===== src/rtl/csa_add_scheduler.sv =====
// Round-robin scheduler sharing one WORD-bit adder slice between two requesters,
// performing W-bit additions one word per cycle with a registered carry chain.
module csa_add_scheduler #(
    parameter int unsigned WORD  = 8,
    parameter int unsigned WORDS = 4
) (
    input  logic                    clk,
    input  logic                    rst_n,
    input  logic                    req0_valid,
    output logic                    req0_ready,
    input  logic [WORD*WORDS-1:0]   req0_a,
    input  logic [WORD*WORDS-1:0]   req0_b,
    input  logic                    req0_cin,
    input  logic                    req1_valid,
    output logic                    req1_ready,
    input  logic [WORD*WORDS-1:0]   req1_a,
    input  logic [WORD*WORDS-1:0]   req1_b,
    input  logic                    req1_cin,
    output logic [WORD-1:0]         add_a,
    output logic [WORD-1:0]         add_b,
    output logic                    add_cin,
    input  logic [WORD-1:0]         add_sum,
    input  logic                    add_cout,
    output logic                    out_valid,
    input  logic                    out_ready,
    output logic [WORD*WORDS-1:0]   out_sum,
    output logic                    out_cout,
    output logic                    out_id
);

    localparam int unsigned W     = WORD * WORDS;
    localparam int unsigned IDX_W = (WORDS > 1) ? $clog2(WORDS) : 1;

    localparam logic [1:0] IDLE = 2'd0;
    localparam logic [1:0] RUN  = 2'd1;
    localparam logic [1:0] DONE = 2'd2;

    localparam logic [IDX_W-1:0] IDX_LAST = IDX_W'(WORDS - 1);

    logic [1:0]       state;
    logic [1:0]       state_nxt;
    logic [IDX_W-1:0] idx;
    logic             last_grant;
    logic [W-1:0]     a_reg;
    logic [W-1:0]     b_reg;
    logic [W-1:0]     sum_reg;
    logic             cin_reg;
    logic             carry_reg;
    logic             id_reg;
    logic             grant0;
    logic             grant1;
    logic             accept;

    // Arbitration: on a tie, the requester not granted last time wins.
    always_comb begin
        grant0 = 1'b0;
        grant1 = 1'b0;
        if (rst_n && (state == IDLE)) begin
            if (req0_valid && req1_valid) begin
                grant0 = last_grant;
                grant1 = ~last_grant;
            end else begin
                grant0 = req0_valid;
                grant1 = req1_valid;
            end
        end
    end

    assign accept     = grant0 | grant1;
    assign req0_ready = grant0;
    assign req1_ready = grant1;

    always_ff @(posedge clk) begin
        if (!rst_n) begin
            state <= IDLE;
        end else begin
            state <= state_nxt;
        end
    end

    always_comb begin
        state_nxt = state;
        case (state)
            IDLE:    if (accept) state_nxt = RUN;
            RUN:     if (idx == IDX_LAST) state_nxt = DONE;
            DONE:    if (out_ready) state_nxt = IDLE;
            default: state_nxt = IDLE;
        endcase
    end

    // Feed the current word to the shared slice; idle the slice otherwise.
    always_comb begin
        add_a   = '0;
        add_b   = '0;
        add_cin = 1'b0;
        if (state == RUN) begin
            for (int i = 0; i < int'(WORDS); i++) begin
                if (idx == IDX_W'(i)) begin
                    add_a = a_reg[i*WORD +: WORD];
                    add_b = b_reg[i*WORD +: WORD];
                end
            end
            add_cin = (idx == '0) ? cin_reg : carry_reg;
        end
    end

    always_ff @(posedge clk) begin
        if (!rst_n) begin
            idx        <= '0;
            last_grant <= 1'b1;
            a_reg      <= '0;
            b_reg      <= '0;
            sum_reg    <= '0;
            cin_reg    <= 1'b0;
            carry_reg  <= 1'b0;
            id_reg     <= 1'b0;
        end else begin
            if (accept) begin
                a_reg      <= grant1 ? req1_a : req0_a;
                b_reg      <= grant1 ? req1_b : req0_b;
                cin_reg    <= grant1 ? req1_cin : req0_cin;
                id_reg     <= grant1;
                last_grant <= grant1;
                idx        <= '0;
            end
            if (state == RUN) begin
                for (int i = 0; i < int'(WORDS); i++) begin
                    if (idx == IDX_W'(i)) begin
                        sum_reg[i*WORD +: WORD] <= add_sum;
                    end
                end
                carry_reg <= add_cout;
                idx       <= idx + IDX_W'(1);
            end
        end
    end

    assign out_valid = (state == DONE);
    assign out_sum   = sum_reg;
    assign out_cout  = carry_reg;
    assign out_id    = id_reg;

endmodule


===== config.mk =====
export PLATFORM = sky130hd
export DESIGN_NAME = csa_add_scheduler
export DESIGN_NICKNAME = d
export VERILOG_FILES = /design/src/rtl/csa_add_scheduler.sv
export SDC_FILE = /design/constraint.sdc
export NUM_CORES = 1
export LEC_CHECK = 0
export ABC_CLOCK_PERIOD_IN_PS = 2000
export CORE_ASPECT_RATIO = 1.1
export CORE_MARGIN = 2
export CORE_UTILIZATION = 46
export CTS_BUF_LIST = sky130_fd_sc_hd__clkbuf_8
export CTS_CLUSTER_SIZE = 8
export DETAILED_ROUTE_END_ITERATION = 10
export PLACE_DENSITY = 0.88
export SYNTH_ARGS = -nofsm -noshare
export SYNTH_HDL_FRONTEND = slang
export SYNTH_SLANG_ARGS = --single-unit

===== constraint.sdc =====
create_clock -name clk -period 2 [get_ports clk]
set_input_delay 0.3 -clock clk [delete_from_list [all_inputs] [get_ports clk]]
set_output_delay 0.3 -clock clk [all_outputs]
set_load 0.005 [all_outputs]

### Word level (Yosys, flattened, before mapping)

Cells that the tools add are included.

| storage, ports and cells | value |
|---|---|
| RAM bits | 0 |
| latch bits | 0 |
| memories | 0 |
| register bits | 104 |
| output and inout port bits | 54 |
| bits in read-only memories | 0 |
| word-level logic and storage cells | 58 |

| cells by class | value |
|---|---|
| shifts and indexed selects | 0 |
| reduce and logical (&&, ||, !) cells | 10 |
| equal/unequal tests | 8 |
| order comparisons | 0 |
| add/subtract/negate cells | 1 |
| multiplexer cells | 25 |
| multiply operators | 0 |
| div/mod/pow operators | 0 |
| bitwise gates (word level) | 2 |

Operator list:

| kind | number |
|---|---|
| $mux 8 | 10 |
| $mux 32 | 2 |
| $mux 2 | 5 |
| $reduce_and 2->1 | 4 |
| $mux 1 | 7 |
| $eq 2x2->1 const B | 3 |
| $pmux 2 s3 | 1 |
| $eq 2x1->1 const B | 2 |
| $logic_not 2->1 | 2 |
| $ne 2x2->1 const B | 2 |
| $reduce_and 3->1 | 1 |
| $add 2x1->2 const B | 1 |
| $logic_and 1x1->1 | 2 |
| $ne 2x1->1 const B | 1 |
| $reduce_bool 2->1 | 1 |
| $not 1->1 | 1 |
| $or 1x1->1 | 1 |

### Logic depth before layout (Yosys ltp)

| depth | value |
|---|---|
| depth after elaboration | 6 |
| gate-level depth with buffers | 7 |

### Least setup slack after synthesis

No wires, ideal clock.

| timing path | value |
|---|---|
| kind | register -> output |
| from | register idx[0] |
| to | output port add_a[1] |
| data required time | 1.700 ns |
| path buffers | 2 |
| stages on the path, launching flop included | 8 |
| setup slack | 0.176 ns |
| data arrival time | 1.524 ns |
| cells stage by stage | dfxtp_1 > inv_1 > ha_1 > buf_2 > buf_1 > nand3b_1 > a221o_1 > a21oi_1 |

| between the ends | value |
|---|---|
| longest elaborated chain between the ends | 6 |
| elaborated cells on any way between the ends | 9 |
| those cells by class | eq/ne: 3; mux: 5; reduce/logical: 1 |

RTL lines:

| item | RTL line | RTL |
|---|---|---|
| from (decl) | 42 | `logic [IDX_W-1:0] idx;` |
| from (signal assigned) | 133 | `idx <= idx + IDX_W'(1);` |
| $logic_not 2->1 | 98 | `if (idx == IDX_W'(i)) begin` |
| $mux 8 (3 in a row) | 98 |  |
| $mux 8 * | 98 |  |
| $mux 8 * | 96 | `if (state == RUN) begin` |
| to (decl) | 19 | `output logic [WORD-1:0] add_a,` |

Every way passes the cells marked *; elsewhere a longest branch is shown, timed or not.

### Worst setup path after layout

| timing path | value |
|---|---|
| from | register idx[1] |
| to | output port add_b[7] |

| between the ends | value |
|---|---|
| longest elaborated chain between the ends | 6 |
| elaborated cells on any way between the ends | 9 |
| those cells by class | eq/ne: 3; mux: 5; reduce/logical: 1 |

RTL lines:

| item | RTL line | RTL |
|---|---|---|
| $logic_not 2->1 | 98 |  |
| $mux 8 (3 in a row) | 98 |  |
| $mux 8 * | 98 |  |
| $mux 8 * | 96 |  |
| to (decl) | 20 | `output logic [WORD-1:0] add_b,` |

Marks and branches as above.

==> results.toml <==
[logic_synthesis]
synth_nets = 799
synth_ff_type = "dfxtp_1"
synth_mux_area_frac = 0.0638
synth-simple-area-share = 0.142
syn_inst = 651
ys_ff_latch = 104
synth-adder-area-share = 0.00938
synthArstFlopShare = 0
synth_compound_area_frac = 0.304
ys_seq_area_frac = 0.390
ys_types = 29
synth-edff-count = 0
synth-xor-area-share = 0
yosys_warnings = 0
syn_area_sq_um = 5340
avgSynthCellArea_sq_um = 8.20
synth_top_family_by_area = "compound AO/OA/AOI/OAI gates"

[grt]
grt_first_pass_wirelength_microns = 27900
track_usage = 0.282
grt_max_degree = 66
grt_antenna_before_repair = 0
grt_pass1_vias = 5528
overflow = 0

[final_layout]
utilization = 0.689
antenna_cells = 0
drive_above_1_share = 0.132
layout.nets = 974
area_delta_synth_final_pct = 47.1

[routing]
wl_per_cell_microns = 18.9
met3RoutedLength_microns = 1350
vias = 5876
routed_wl_microns = 18600
firstDrtPassIters = 5
wl_met1_microns = 7720
drtIter0Drc = 506
wl_met2_microns = 8930
via_per_inst = 5.99
drc = 0
ant_nets = 0
highest_layer = "met4"

[floorplan]
die_area_sq_um = 12500
rows = 41
io_pins = 198
fp.dieW_microns = 107
die_h_microns = 117
coreArea_sq_um = 11400
initial_core_util = 0.469

[timing]
fin_crit_ns = 2.25
post-route-period-util = 1.13
rsz0062_at_grt = "yes"
postLayoutSetupSlackWorst_ns = -0.254
fin_hold_ws_ns = 0.500
report.final.slew_viol_count = 0
fmax_mhz = 444
max_slew_margin = 0.692
tightest_slew_ns = 0.462
setup_viol = 16
hold_viol_final = 0
finClkSkew_ns = 0.0140
setup_tns_ns = -3.29

[status]
violations = "negative setup slack"
status = "finished with violations"

[flow_run]
maxCapViolations = 0

[placement]
dp_hpwl_microns = 13100
globalplace.congestion = 0.922
port-buffer-count = 197

[clock_tree]
h-tree-depth = 3
clockRootBuffer = "clkbuf_8"
ctsHoldBuffers = 0
cts_max_path_buffers = 2
clk_latency_ns = 0.37
cts_tree = "yes"
numCtsBuffers = 9
clk_pin_slew_ns = 0.11
cts_sinks = 104

[critical_path]
crit_family = "buffers and inverters"
cp.buffers_inverters = 5
cp-start-kind = "flop"
cp.required_ns = 1.70
slowest_delay_ns = 0.35
end_kind = "output pin"
critical_path_class = "flop to output pin"
crit_chain = "inv_2 > buf_6 > ha_4 > buf_12 > buf_4 > nand3b_1 > a221o_1 > a21oi_2 > buf_2"
slowest_stage = "dfxtp_2"
cp.arrival_ns = 1.95
crit_fanout = 3

[power_and_ir_drop]
p_leak_nw = 2.93
powerDensity_nw_per_um2 = 620
ir_worst_vdd_uv = 383

[hold_path]
hold_class = "flop to flop"
stage by stage:
stage | std cells | instance area, sq um | worst slack, ns | power, mW
floorplan | 651 | 5340 | 0.176 | 2.96
global placement | 960 | 7590 | -0.272 | 3.54
detailed placement | 960 | 7590 | -0.334 | 3.58
CTS | 981 | 7850 | -0.256 | 4.87
global route | 981 | 7850 | -0.343 | 5.06
finish | 981 | 7850 | -0.254 | 4.87
where the power goes:
part | switching, mW | internal, mW
logic | 0.607 | 0.666
clock network | 0.789 | 0.482
registers | 0.107 | 2.21
total | 1.50 | 3.36
per-layer routing:
metal / vias to the layer above / global-route usage
li1: 2771 / -
met1: 2751 / 0.361
met2: 312 / 0.471
met3: 42 / 0.0498
met4: 0 / 0.126
met5: - / 0
logic make-up (layout without fill, tap and decap cells):
logic type      Yosys count  in the layout
simple gates            150            150
fa+ha+maj                 4              4
compound gates          256            256
flops                   104            104
mux                      34             34
buf+inv                 103            283
timing repair:
action	in CTS	in global routing
endpoints found under the setup margin	19	18
pin swaps	17	14
gates cloned	1	1
setup buffers	4	1
gates resized for setup	93	3
worst register-to-register path, cell delays in order (launching register included):
cell and delay [ns]:
dfxtp_1 0.37, or3b_2 0.47, buf_4 0.24, buf_4 0.24, o21ai_0 0.29, a311oi_1 0.13
final timing paths:
path	startpoint	end	slack (ns)	cells after the start
worst min register to register	out_id$_SDFFE_PN0P_	out_id$_SDFFE_PN0P_	0.50	2
worst min-delay path	out_id$_SDFFE_PN0P_	out_id$_SDFFE_PN0P_	0.50	2
worst max register to register	state[0]$_SDFFE_PN0P_	a_reg[12]$_SDFFE_PN0P_	0.15	5
worst max-delay path	idx[1]$_SDFFE_PN0P_	add_b[7]	-0.25	9
cell usage after synthesis, types with 2 or more instances:
| master | instances | area (sq um) |
|---|---|---|
| a21oi_1 | 102 | 510 |
| a221o_1 | 16 | 160 |
| a311oi_1 | 65 | 569 |
| buf_1 | 2 | 7.51 |
| buf_2 | 22 | 110 |
| buf_4 | 5 | 37.5 |
| buf_6 | 7 | 78.8 |
| clkbuf_1 | 46 | 173 |
| dfxtp_1 | 104 | 2080 |
| ha_1 | 4 | 50.1 |
| inv_1 | 21 | 78.8 |
| mux2i_1 | 34 | 340 |
| nand2_1 | 17 | 63.8 |
| nand2b_1 | 3 | 18.8 |
| nand3_1 | 65 | 325 |
| nand3b_1 | 21 | 158 |
| nor2_1 | 38 | 143 |
| o211ai_1 | 2 | 15.0 |
| o21ai_0 | 60 | 300 |
| o21ai_1 | 8 | 40.0 |
cells in the final DEF, fill, tap and decap left out, drive strengths merged:
cell type / netlist / layout
clkdlybuf4s50: 0 / 178
dfxtp: 104 / 104
a21oi: 102 / 102
o21ai: 68 / 68
nand3: 65 / 65
a311oi: 65 / 65
buf: 36 / 65
nor2: 39 / 39
mux2i: 34 / 34
inv: 21 / 24
nand3b: 21 / 21
nand2: 17 / 17
a221o: 16 / 16
clkbuf: 46 / 10
ha: 4 / 4
nand2b: 3 / 3
clkinv: 0 / 3
o211ai: 2 / 2
dlygate4sd2: 0 / 2
nor3b: 1 / 1
a21boi: 1 / 1
or3b: 1 / 1
nor2b: 1 / 1
a21bo: 1 / 1
or2: 1 / 1
o21a: 1 / 1
and3: 1 / 1
clkinvlp: 0 / 1
area by class of cell:
type                            instances  area, sq um
Multi-Input combinational cell        444         2860
Tap cell                              150          188
Clock inverter                          7         66.3
Clock buffer                            9          124
Inverter                               21         78.8
Fill cell                             936         3540
Sequential cell                       104         2080
Timing Repair Buffer                  246         2450
No activity file was read; power rests on OpenSTA's default activity.
